## config.mk

```make
export PLATFORM = sky130hd
export DESIGN_NAME = lcd_nibble_writer
export DESIGN_NICKNAME = d
export VERILOG_FILES = /design/src/rtl/lcd_nibble_writer.sv
export SDC_FILE = /design/constraint.sdc
export NUM_CORES = 1
export LEC_CHECK = 0
export ABC_AREA = 1
export CORE_MARGIN = 3
export CORE_UTILIZATION = 60
export CTS_CLUSTER_SIZE = 40
export DETAILED_ROUTE_END_ITERATION = 8
export PLACE_DENSITY = 0.82
export SLEW_MARGIN = 20
export SYNTH_ARGS = -nofsm -noshare
export SYNTH_HDL_FRONTEND = slang
export SYNTH_SLANG_ARGS = --single-unit
```

## constraint.sdc

```tcl
create_clock -name clk -period 5.6 [get_ports clk]
set_input_delay 0.56 -clock clk [delete_from_list [all_inputs] [get_ports clk]]
set_output_delay 0.56 -clock clk [all_outputs]
set_load 0.02 [all_outputs]
```

## src/rtl/lcd_nibble_writer.sv

```systemverilog
// HD44780 4-bit interface engine: power-on init, then byte writes split into two
// nibbles with setup/strobe/hold timing and per-command post waits.
module lcd_nibble_writer #(
  parameter int SETUP_CYC      = 2,
  parameter int E_HIGH_CYC     = 12,
  parameter int HOLD_CYC       = 1,
  parameter int GAP_CYC        = 50,
  parameter int CMD_WAIT_CYC   = 2000,
  parameter int CLEAR_WAIT_CYC = 82000,
  parameter int PWR_WAIT_CYC   = 750000,
  parameter int INIT1_WAIT_CYC = 205000,
  parameter int INIT2_WAIT_CYC = 5000
) (
  input  logic       clk,
  input  logic       rst,
  input  logic       wr_valid,
  input  logic       wr_rs,
  input  logic [7:0] wr_data,
  output logic       wr_ready,
  output logic       init_done,
  output logic       lcd_rs,
  output logic       lcd_rw,
  output logic       lcd_e,
  output logic [3:0] lcd_d
);

  function automatic int max_of(input int a, input int b);
    return (a > b) ? a : b;
  endfunction

  localparam int NIB_CYC = SETUP_CYC + E_HIGH_CYC + HOLD_CYC;
  localparam int MAX_CYC = max_of(max_of(max_of(NIB_CYC, GAP_CYC),
                                         max_of(CMD_WAIT_CYC, CLEAR_WAIT_CYC)),
                                  max_of(PWR_WAIT_CYC,
                                         max_of(INIT1_WAIT_CYC, INIT2_WAIT_CYC)));
  localparam int CNT_W = $clog2(MAX_CYC + 1);

  typedef logic [CNT_W-1:0] cnt_t;

  // Counters load duration-1 on state entry and leave the state at zero.
  localparam cnt_t NIB_LD   = cnt_t'(NIB_CYC - 1);
  localparam cnt_t GAP_LD   = cnt_t'(GAP_CYC - 1);
  localparam cnt_t CMD_LD   = cnt_t'(CMD_WAIT_CYC - 1);
  localparam cnt_t CLEAR_LD = cnt_t'(CLEAR_WAIT_CYC - 1);
  localparam cnt_t PWR_LD   = cnt_t'(PWR_WAIT_CYC - 1);
  localparam cnt_t INIT1_LD = cnt_t'(INIT1_WAIT_CYC - 1);
  localparam cnt_t INIT2_LD = cnt_t'(INIT2_WAIT_CYC - 1);
  localparam cnt_t E_LO_C   = cnt_t'(HOLD_CYC);
  localparam cnt_t E_HI_C   = cnt_t'(E_HIGH_CYC + HOLD_CYC - 1);

  typedef enum logic [2:0] {
    PWR_WAIT, INIT_NIB, INIT_WAIT, IDLE, SEND_HI, GAP, SEND_LO, POST_WAIT
  } state_t;

  function automatic logic [3:0] init_nibble(input logic [1:0] idx);
    return (idx == 2'd3) ? 4'h2 : 4'h3;
  endfunction

  function automatic cnt_t init_wait(input logic [1:0] idx);
    case (idx)
      2'd0:    return INIT1_LD;
      2'd1:    return INIT2_LD;
      default: return CMD_LD;
    endcase
  endfunction

  function automatic logic [7:0] init_byte(input logic [1:0] idx);
    case (idx)
      2'd0:    return 8'h28;
      2'd1:    return 8'h06;
      2'd2:    return 8'h0C;
      default: return 8'h01;
    endcase
  endfunction

  // Clear and home need the long execution time; everything else the short one.
  function automatic cnt_t post_wait(input logic rs, input logic [7:0] d);
    if (!rs && (d == 8'h01 || d == 8'h02 || d == 8'h03))
      return CLEAR_LD;
    return CMD_LD;
  endfunction

  state_t     state, state_nxt;
  cnt_t       cnt, cnt_nxt;
  logic [1:0] step, step_nxt;
  logic [7:0] byte_q, byte_nxt;
  logic [3:0] d_nxt;
  logic       rs_nxt;
  logic       done_nxt;

  always_ff @(posedge clk) begin
    if (rst) begin
      state     <= PWR_WAIT;
      cnt       <= PWR_LD;
      step      <= 2'd0;
      init_done <= 1'b0;
      lcd_d     <= 4'h0;
      lcd_rs    <= 1'b0;
    end else begin
      state     <= state_nxt;
      cnt       <= cnt_nxt;
      step      <= step_nxt;
      init_done <= done_nxt;
      lcd_d     <= d_nxt;
      lcd_rs    <= rs_nxt;
    end
  end

  always_ff @(posedge clk) begin
    byte_q <= byte_nxt;
  end

  always_comb begin
    state_nxt = state;
    cnt_nxt   = cnt;
    step_nxt  = step;
    byte_nxt  = byte_q;
    d_nxt     = lcd_d;
    rs_nxt    = lcd_rs;
    done_nxt  = init_done;
    case (state)
      PWR_WAIT: begin
        if (cnt == '0) begin
          state_nxt = INIT_NIB;
          cnt_nxt   = NIB_LD;
          d_nxt     = init_nibble(step);
          rs_nxt    = 1'b0;
        end else begin
          cnt_nxt = cnt - 1'b1;
        end
      end
      INIT_NIB: begin
        if (cnt == '0) begin
          state_nxt = INIT_WAIT;
          cnt_nxt   = init_wait(step);
        end else begin
          cnt_nxt = cnt - 1'b1;
        end
      end
      INIT_WAIT: begin
        if (cnt == '0) begin
          cnt_nxt = NIB_LD;
          if (step == 2'd3) begin
            // Nibble phase over; step now indexes the init command bytes.
            step_nxt  = 2'd0;
            byte_nxt  = init_byte(2'd0);
            d_nxt     = byte_nxt[7:4];
            state_nxt = SEND_HI;
          end else begin
            step_nxt  = step + 2'd1;
            d_nxt     = init_nibble(step + 2'd1);
            state_nxt = INIT_NIB;
          end
        end else begin
          cnt_nxt = cnt - 1'b1;
        end
      end
      IDLE: begin
        if (wr_valid) begin
          byte_nxt  = wr_data;
          rs_nxt    = wr_rs;
          d_nxt     = wr_data[7:4];
          cnt_nxt   = NIB_LD;
          state_nxt = SEND_HI;
        end
      end
      SEND_HI: begin
        if (cnt == '0) begin
          state_nxt = GAP;
          cnt_nxt   = GAP_LD;
        end else begin
          cnt_nxt = cnt - 1'b1;
        end
      end
      GAP: begin
        if (cnt == '0) begin
          state_nxt = SEND_LO;
          cnt_nxt   = NIB_LD;
          d_nxt     = byte_q[3:0];
        end else begin
          cnt_nxt = cnt - 1'b1;
        end
      end
      SEND_LO: begin
        if (cnt == '0) begin
          state_nxt = POST_WAIT;
          cnt_nxt   = post_wait(lcd_rs, byte_q);
        end else begin
          cnt_nxt = cnt - 1'b1;
        end
      end
      POST_WAIT: begin
        if (cnt == '0) begin
          if (init_done) begin
            state_nxt = IDLE;
          end else if (step == 2'd3) begin
            done_nxt  = 1'b1;
            state_nxt = IDLE;
          end else begin
            step_nxt  = step + 2'd1;
            byte_nxt  = init_byte(step + 2'd1);
            rs_nxt    = 1'b0;
            d_nxt     = byte_nxt[7:4];
            cnt_nxt   = NIB_LD;
            state_nxt = SEND_HI;
          end
        end else begin
          cnt_nxt = cnt - 1'b1;
        end
      end
      default: begin
        state_nxt = PWR_WAIT;
        cnt_nxt   = PWR_LD;
      end
    endcase
  end

  // Strobe window inside a nibble: counts NIB-1..0, high between hold and setup margins.
  assign lcd_e    = ((state == INIT_NIB) || (state == SEND_HI) || (state == SEND_LO))
                    && (cnt >= E_LO_C) && (cnt <= E_HI_C);
  assign wr_ready = (state == IDLE);
  assign lcd_rw   = 1'b0;

endmodule
```

==> results of run 1 <==
power groups by stage:
stage               registers (W)  logic (W)  clock network, W
floorplan                0.000295  0.0000135                 0
global placement         0.000295  0.0000240                 0
detailed placement       0.000295  0.0000243                 0
CTS                      0.000289  0.0000246          0.000187
global route             0.000289  0.0000272          0.000202
finish                   0.000289  0.0000247          0.000185
final cells by class:
| class | instances | area [sq um] | area share [%] |
|---|---|---|---|
| inverter | 48 | 188 | 6.33 |
| multi-input combinational | 305 | 1570 | 53.0 |
| sequential | 39 | 861 | 29.0 |
| clock inverter | 2 | 8.76 | 0.295 |
| tap | 50 | 62.6 | 2.11 |
| timing repair buffer | 21 | 203 | 6.84 |
| clock buffer | 6 | 72.6 | 2.45 |
synthesized netlist by cell type, types with 2 or more instances:
| library cell | number | area (sq um) |
|---|---|---|
| a21oi_1 | 23 | 115 |
| a31oi_1 | 2 | 12.5 |
| inv_1 | 43 | 161 |
| nand3_1 | 23 | 115 |
| nand2_1 | 92 | 345 |
| dfxtp_1 | 31 | 621 |
| xor2_1 | 8 | 70.1 |
| nand2_2 | 2 | 12.5 |
| nor3_1 | 5 | 25.0 |
| inv_4 | 3 | 18.8 |
| edfxtp_1 | 8 | 240 |
| buf_4 | 3 | 22.5 |
| nand4_1 | 8 | 50.1 |
| a32o_1 | 2 | 20.0 |
| nor2_2 | 5 | 31.3 |
| ha_1 | 9 | 113 |
| buf_2 | 2 | 10.0 |
| o21bai_1 | 2 | 15.0 |
| o211ai_1 | 4 | 30.0 |
| clkbuf_1 | 3 | 11.3 |
| a21oi_2 | 2 | 17.5 |
| nor2_8 | 3 | 60.1 |
| inv_2 | 2 | 7.51 |
| nor2_1 | 76 | 285 |
| o21ai_0 | 23 | 115 |
| o22ai_1 | 2 | 12.5 |
registers in the layout (all words and copies together) (netlist names):
name	cells
step	2
lcd_rs	1
init_done	1
cnt	20
state	3
lcd_d	4
byte_q	8
worst min-delay path, stage by stage, from the launching register on:
cell and delay, ns:
dfxtp_1 0.31, nor2_1 0.09, nor2_1 0.04
cell families after synthesis:
group,count (synthesis)
compound gates,67
xor+xnor,9
flops,39
other cells,1
buf+inv,58
fa+ha+maj,9
simple gates,219
through the flow:
step	total power (W)	area, sq um	cells	hold WS [ns]
3_3_place_gp	0.000319	2880	462	0.461
6_report	0.000499	2970	471	0.484
5_1_grt	0.000518	2970	471	0.515
4_1_cts	0.000500	2960	470	0.487
3_5_place_dp	0.000320	2880	462	0.473
2_1_floorplan	0.000308	2690	402	0.463
routing by layer:
metal | global-route usage [%] | share of wire, %
met1 | 37.0 | 46
met2 | 37.4 | 43
met3 | 7.16 | 9.3
met4 | 7.38 | 1.9
met5 | 0 | 0
worst max path at each step:
| stage | start | end |
|---|---|---|
| after global routing | state[2]$_SDFFE_PP0P_ | lcd_e |
| after CTS | state[2]$_SDFFE_PP0P_ | lcd_e |
| after global placement | state[2]$_SDFFE_PP0P_ | lcd_e |
| after floorplan | cnt[0]$_SDFFE_PP1P_ | lcd_e |
| final | state[2]$_SDFFE_PP0P_ | lcd_e |
| after detailed placement | cnt[0]$_SDFFE_PP1P_ | byte_q[6]$_DFFE_PP_ |
==> out/metrics.csv, run 1 <==
metric,value,unit
fillers,367,
max_freq,0.321,GHz
grt_util_all_layers,25.8,%
io_buffer_count,19,
clock_power_share,37.1,%
wl_per_cell,14.3,um
htreeDepth,2,
fp.dieW,73.0,um
cpPeakStageDelay,0.70,ns
design.portCount,21,
synth_top_family_by_area,simple AND/OR/NAND/NOR gates,
synthFlopType,dfxtp_1,
hold_viol,0,
seq_area_frac_synth,32.0,%
hold_depth,2,
crit_type,reg -> out,
die_h,73.0,um
clockBufferDepth,2,
rsz0062_at_grt,no,
cts_setup_buffers,0,
clk_pin_slew,0.08,ns
min_path_type,reg -> reg,
fin_skew,0.00912,ns
clock_sinks,39,
swShare,22.8,%
drive_gt1_share,7.13,%
slew_headroom,59.6,%
cts-hold-fix-buffers,0,
gp_congestion,0.925,
cp-start-kind,flop,
ir_drop,0.000120,V
num_rows,23,
intPower,0.000385,W
path_cells,inv_2 > nor2_1 > inv_1 > a2111oi_0 > clkdlybuf4s50_1,
worst_hold_path.endpoint,lcd_d[0]$_SDFFE_PP0P_,
synth-xor-area-share,2.93,%
final_common_cell,nand2_1,
finalSetupTns,0,ns
p_per_area,168,nW/um^2
period_minus_slack,3.11,ns
cp_data_arrival_time,2.55,ns
syn_inst,402,
status,completed,
r2r_cells,9,
fin_util,71.1,%
drt_iter0_drc,281,
area_growth,10.1,%
fin_crit_sh,55.5,%
syn-num-nets,423,
crit_path_max_fanout,9,
grt_max_degree,21,
fin_nets,441,
wirelength,6710,um
r2r_start,cnt[0]$_SDFFE_PP1P_,
antenna_found_initial,0,
synth_area_per_cell,6.70,sq um
crit_buf_inv,3,
crit_slowest_cell,clkdlybuf4s50_1,
postRouteAntennaNets,0,
clk_latency,0.30,ns
grt_pass1_wl,10500,um
report.final.slew_viol_count,0,
rrSetupSlack,2.94,ns
synthAdderAreaFrac,4.18,%
worst_setup_path_end_kind,output port,
async_flop_share,0,%
p_seq_share,57.9,%
synth-compound-area-share,15.0,%
place_ws,2.72,ns
dieArea,5330,sq um
cts-root-buf,clkbuf_8,
dr.pass1.iters,6,
via_per_inst,5.70,
synth.area.mux_share,0,%
cts_resized,0,
hold_path.startpoint,lcd_d[0]$_SDFFE_PP0P_,
final_cell_mix,"nand2_1 (92), nor2_1 (76), inv_1 (43)",
overflow,0,
worstSetupPathDepth,5,
drv_cap,0,
netlist_area,2690,sq um
pwr-share-comb,5.0,%
setup_ws,2.49,ns
route.detailed.drc,0,
diodes,0,
cts_inserted_buffers,5,
synth_edf_count,8,
hpwl,5140,um
crit_family,buffers and inverters,
via_count,2683,
grt_pass1_vias,2256,
cts_tree,yes,
yosysUniqueCellTypes,42,
ys_seq_elements,39,
start_util,64.6,%
coreArea,4170,sq um
yosysWarnings,0,
p_switching,0.000114,W
p_leak,1.38,nW
r2r_end,cnt[2]$_SDFFE_PP1P_,
final-setup-viol-count,0,
yosys.area_share.simple,36.0,%
worstMarginPinSlew,0.605,ns
worst_ep_required_time,5.04,ns
No activity file was read; power rests on OpenSTA's default activity.
==> inputs of run 2 (changes only) <==
--- a/config.mk
+++ b/config.mk
@@ -7,10 +7,10 @@
 export LEC_CHECK = 0
 export ABC_AREA = 1
 export CORE_MARGIN = 3
-export CORE_UTILIZATION = 60
+export CORE_UTILIZATION = 53
 export CTS_CLUSTER_SIZE = 40
 export DETAILED_ROUTE_END_ITERATION = 8
-export PLACE_DENSITY = 0.82
+export PLACE_DENSITY = 0.76
 export SLEW_MARGIN = 20
 export SYNTH_ARGS = -nofsm -noshare
 export SYNTH_HDL_FRONTEND = slang
==> constraint.sdc (replaced) <==
create_clock -name clk -period 2.7 [get_ports clk]
set_input_delay 0.27 -clock clk [delete_from_list [all_inputs] [get_ports clk]]
set_output_delay 0.27 -clock clk [all_outputs]
set_load 0.02 [all_outputs]
==> run 2 against run 1 <==
Effect of this change:
- global-route usage decreased by 0.36 points
- largest cell class unchanged
- critical path type is now reg -> reg
- via count rose by 1.2%
- design area up 2.7%
==> out/metrics.csv, run 2 (synthesized netlist as in run 1, its figures left out) <==
metric,value,unit,change
status,completed,,unchanged
cts-hold-fix-buffers,0,,unchanged
cp-start-kind,flop,,unchanged
period_minus_slack,2.29,ns,
drt_iter0_drc,221,,was 281
cpPeakStageDelay,0.38,ns,was 0.70 ns
fin_nets,448,,was 441
grt_util_all_layers,25.4,%,was 25.8%
crit_path_max_fanout,9,,unchanged
final_common_cell,nand2_1,,unchanged
cts_inserted_buffers,5,,unchanged
crit_slowest_cell,nor2_2,,was clkdlybuf4s50_1
top_register,cnt,,unchanged
largest_reg_flops,20,,unchanged
via_per_inst,5.48,,was 5.70
wirelength,7180,um,was 6710 um
area_growth,13.0,%,was 10.1%
min_path_type,reg -> reg,,unchanged
cp_data_arrival_time,2.47,ns,was 2.55 ns
dr.pass1.iters,5,,was 6
startpoint,cnt[0]$_SDFFE_PP1P_,,was state[2]$_SDFFE_PP0P_
grt_max_degree,19,,was 21
wl_per_cell,14.5,um,was 14.3 um
diodes,0,,unchanged
fin_skew,0.00845,ns,was 0.00912 ns
gp_congestion,0.939,,was 0.925
max_freq,0.438,GHz,
ir_drop,0.000207,V,was 0.000120 V
overflow,0,,unchanged
clockBufferDepth,2,,unchanged
hold_path.startpoint,lcd_d[3]$_SDFFE_PP0P_,,was lcd_d[0]$_SDFFE_PP0P_
hpwl,5590,um,was 5140 um
io_buffer_count,19,,unchanged
power,0.00104,W,was 0.000499 W
postRouteAntennaNets,0,,unchanged
htreeDepth,2,,unchanged
fp.dieW,77.3,um,was 73.0 um
report.final.slew_viol_count,0,,unchanged
finalSetupTns,0,ns,unchanged
cts-root-buf,clkbuf_8,,unchanged
hold_viol,0,,unchanged
cts_tree,yes,,unchanged
die_h,77.3,um,was 73.0 um
p_leak,1.43,nW,was 1.38 nW
design.portCount,21,,unchanged
grt_pass1_wl,12100,um,"was 10,500 um"
clk_pin_slew,0.08,ns,about the same
r2r_start,cnt[0]$_SDFFE_PP1P_,,unchanged
start_util,55.9,%,was 64.6%
final_cell_mix,"nand2_1 (92), nor2_1 (76), inv_1 (43)",,unchanged
worst_setup_path_end_kind,flop,,was output port
slew_headroom,65.4,%,was 59.6%
path_cells,inv_1 > ha_1 > nand2_1 > buf_4 > nor2_2 > nand2_1 > nor2_2 > buf_4 > nand3_1 > nand3_1 > a21oi_1,,was inv_2 > nor2_1 > inv_1 > a2111oi_0 > clkdlybuf4s50_1
dieArea,5970,sq um,was 5330 sq um
reg_top3,"cnt x20, byte_q x8, lcd_d x4",,unchanged
worst_ep_required_time,2.89,ns,was 5.04 ns
num_rows,25,,was 23
drv_cap,0,,unchanged
drive_gt1_share,8.41,%,was 7.13%
worstMarginPinSlew,0.519,ns,was 0.605 ns
antenna_found_initial,0,,unchanged
route.detailed.drc,0,,unchanged
coreArea,4820,sq um,was 4170 sq um
fin_crit_sh,84.6,%,
grt_pass1_vias,2501,,"was 2,256"
final-setup-viol-count,0,,unchanged
p_per_area,342,nW/um^2,was 168 nW/um^2
rsz0062_at_grt,no,,unchanged
via_count,2715,,"was 2,683"
clock_sinks,39,,unchanged
crit_type,reg -> reg,,was reg -> out
clk_latency,0.30,ns,about the same
run 2: layout make-up:
type,count,area (sq um)
clock buffers,6,72.6
clock inverters,2,7.51
fillers,469,1770
inverters,48,188
multi-input cells,305,1570
flip-flops and latches,39,861
well taps,67,83.8
repair buffers,28,260
run 2: worst max-delay path: cells and delay by family (launching register included):
kind                     cells  cell delay [ns]
buffers and inverters        3             0.51
AND/OR/NAND/NOR              6             1.05
flip-flops                   1             0.34
AO/OA/AOI/OAI                1             0.06
adder cells (fa/ha/maj)      1             0.21
run 2: path summary, 6_finish.rpt:
check,slack [ns],end,depth (start not counted)
worst max-delay path,0.41,cnt[6]$_SDFFE_PP0P_,11
worst min-delay path,0.48,lcd_d[3]$_SDFFE_PP0P_,2
worst max register to register,0.41,cnt[6]$_SDFFE_PP0P_,11
worst min register to register,0.48,lcd_d[3]$_SDFFE_PP0P_,2
run 2: repair_timing:
action                                  in CTS  in global routing
resized for setup                            0                  2
buffers inserted                             0                  0
endpoints found under the setup margin       0                  1
run 2: report_power, final:
group | internal [W] | switching [W] | leakage (nW) | total (W)
Clock | 0.000177 | 0.000214 | 0.0403 | 0.000391
Combinational | 0.0000258 | 0.0000257 | 1.07 | 0.0000516
Sequential | 0.000595 | 0.00000385 | 0.318 | 0.000599
Total | 0.000797 | 0.000244 | 1.43 | 0.00104
run 2: routing by layer:
metal | GRT usage, % | vias to the layer above | routed length, um
li1 | - | 1351 | -
met2 | 37.9 | 95 | 3210
met3 | 5.16 | 12 | 448
met4 | 8.72 | 0 | 108
met5 | 0 | - | 0
met1 | 36.2 | 1257 | 3420
run 2: per-stage QoR:
| stage | cell area, sq um | worst slack (ns) | utilization (%) | std cells | hold slack, ns |
|---|---|---|---|---|---|
| floorplan | 2690 | 0.309 | - | 402 | 0.456 |
| global placement | 2960 | 0.397 | 61.5 | 487 | 0.460 |
| detailed placement | 2960 | 0.337 | 61.5 | 487 | 0.473 |
| CTS | 3040 | 0.0121 | 63.1 | 495 | 0.486 |
| global route | 3040 | 0.242 | 63.2 | 495 | 0.518 |
| finish | 3040 | 0.415 | 63.2 | 495 | 0.482 |
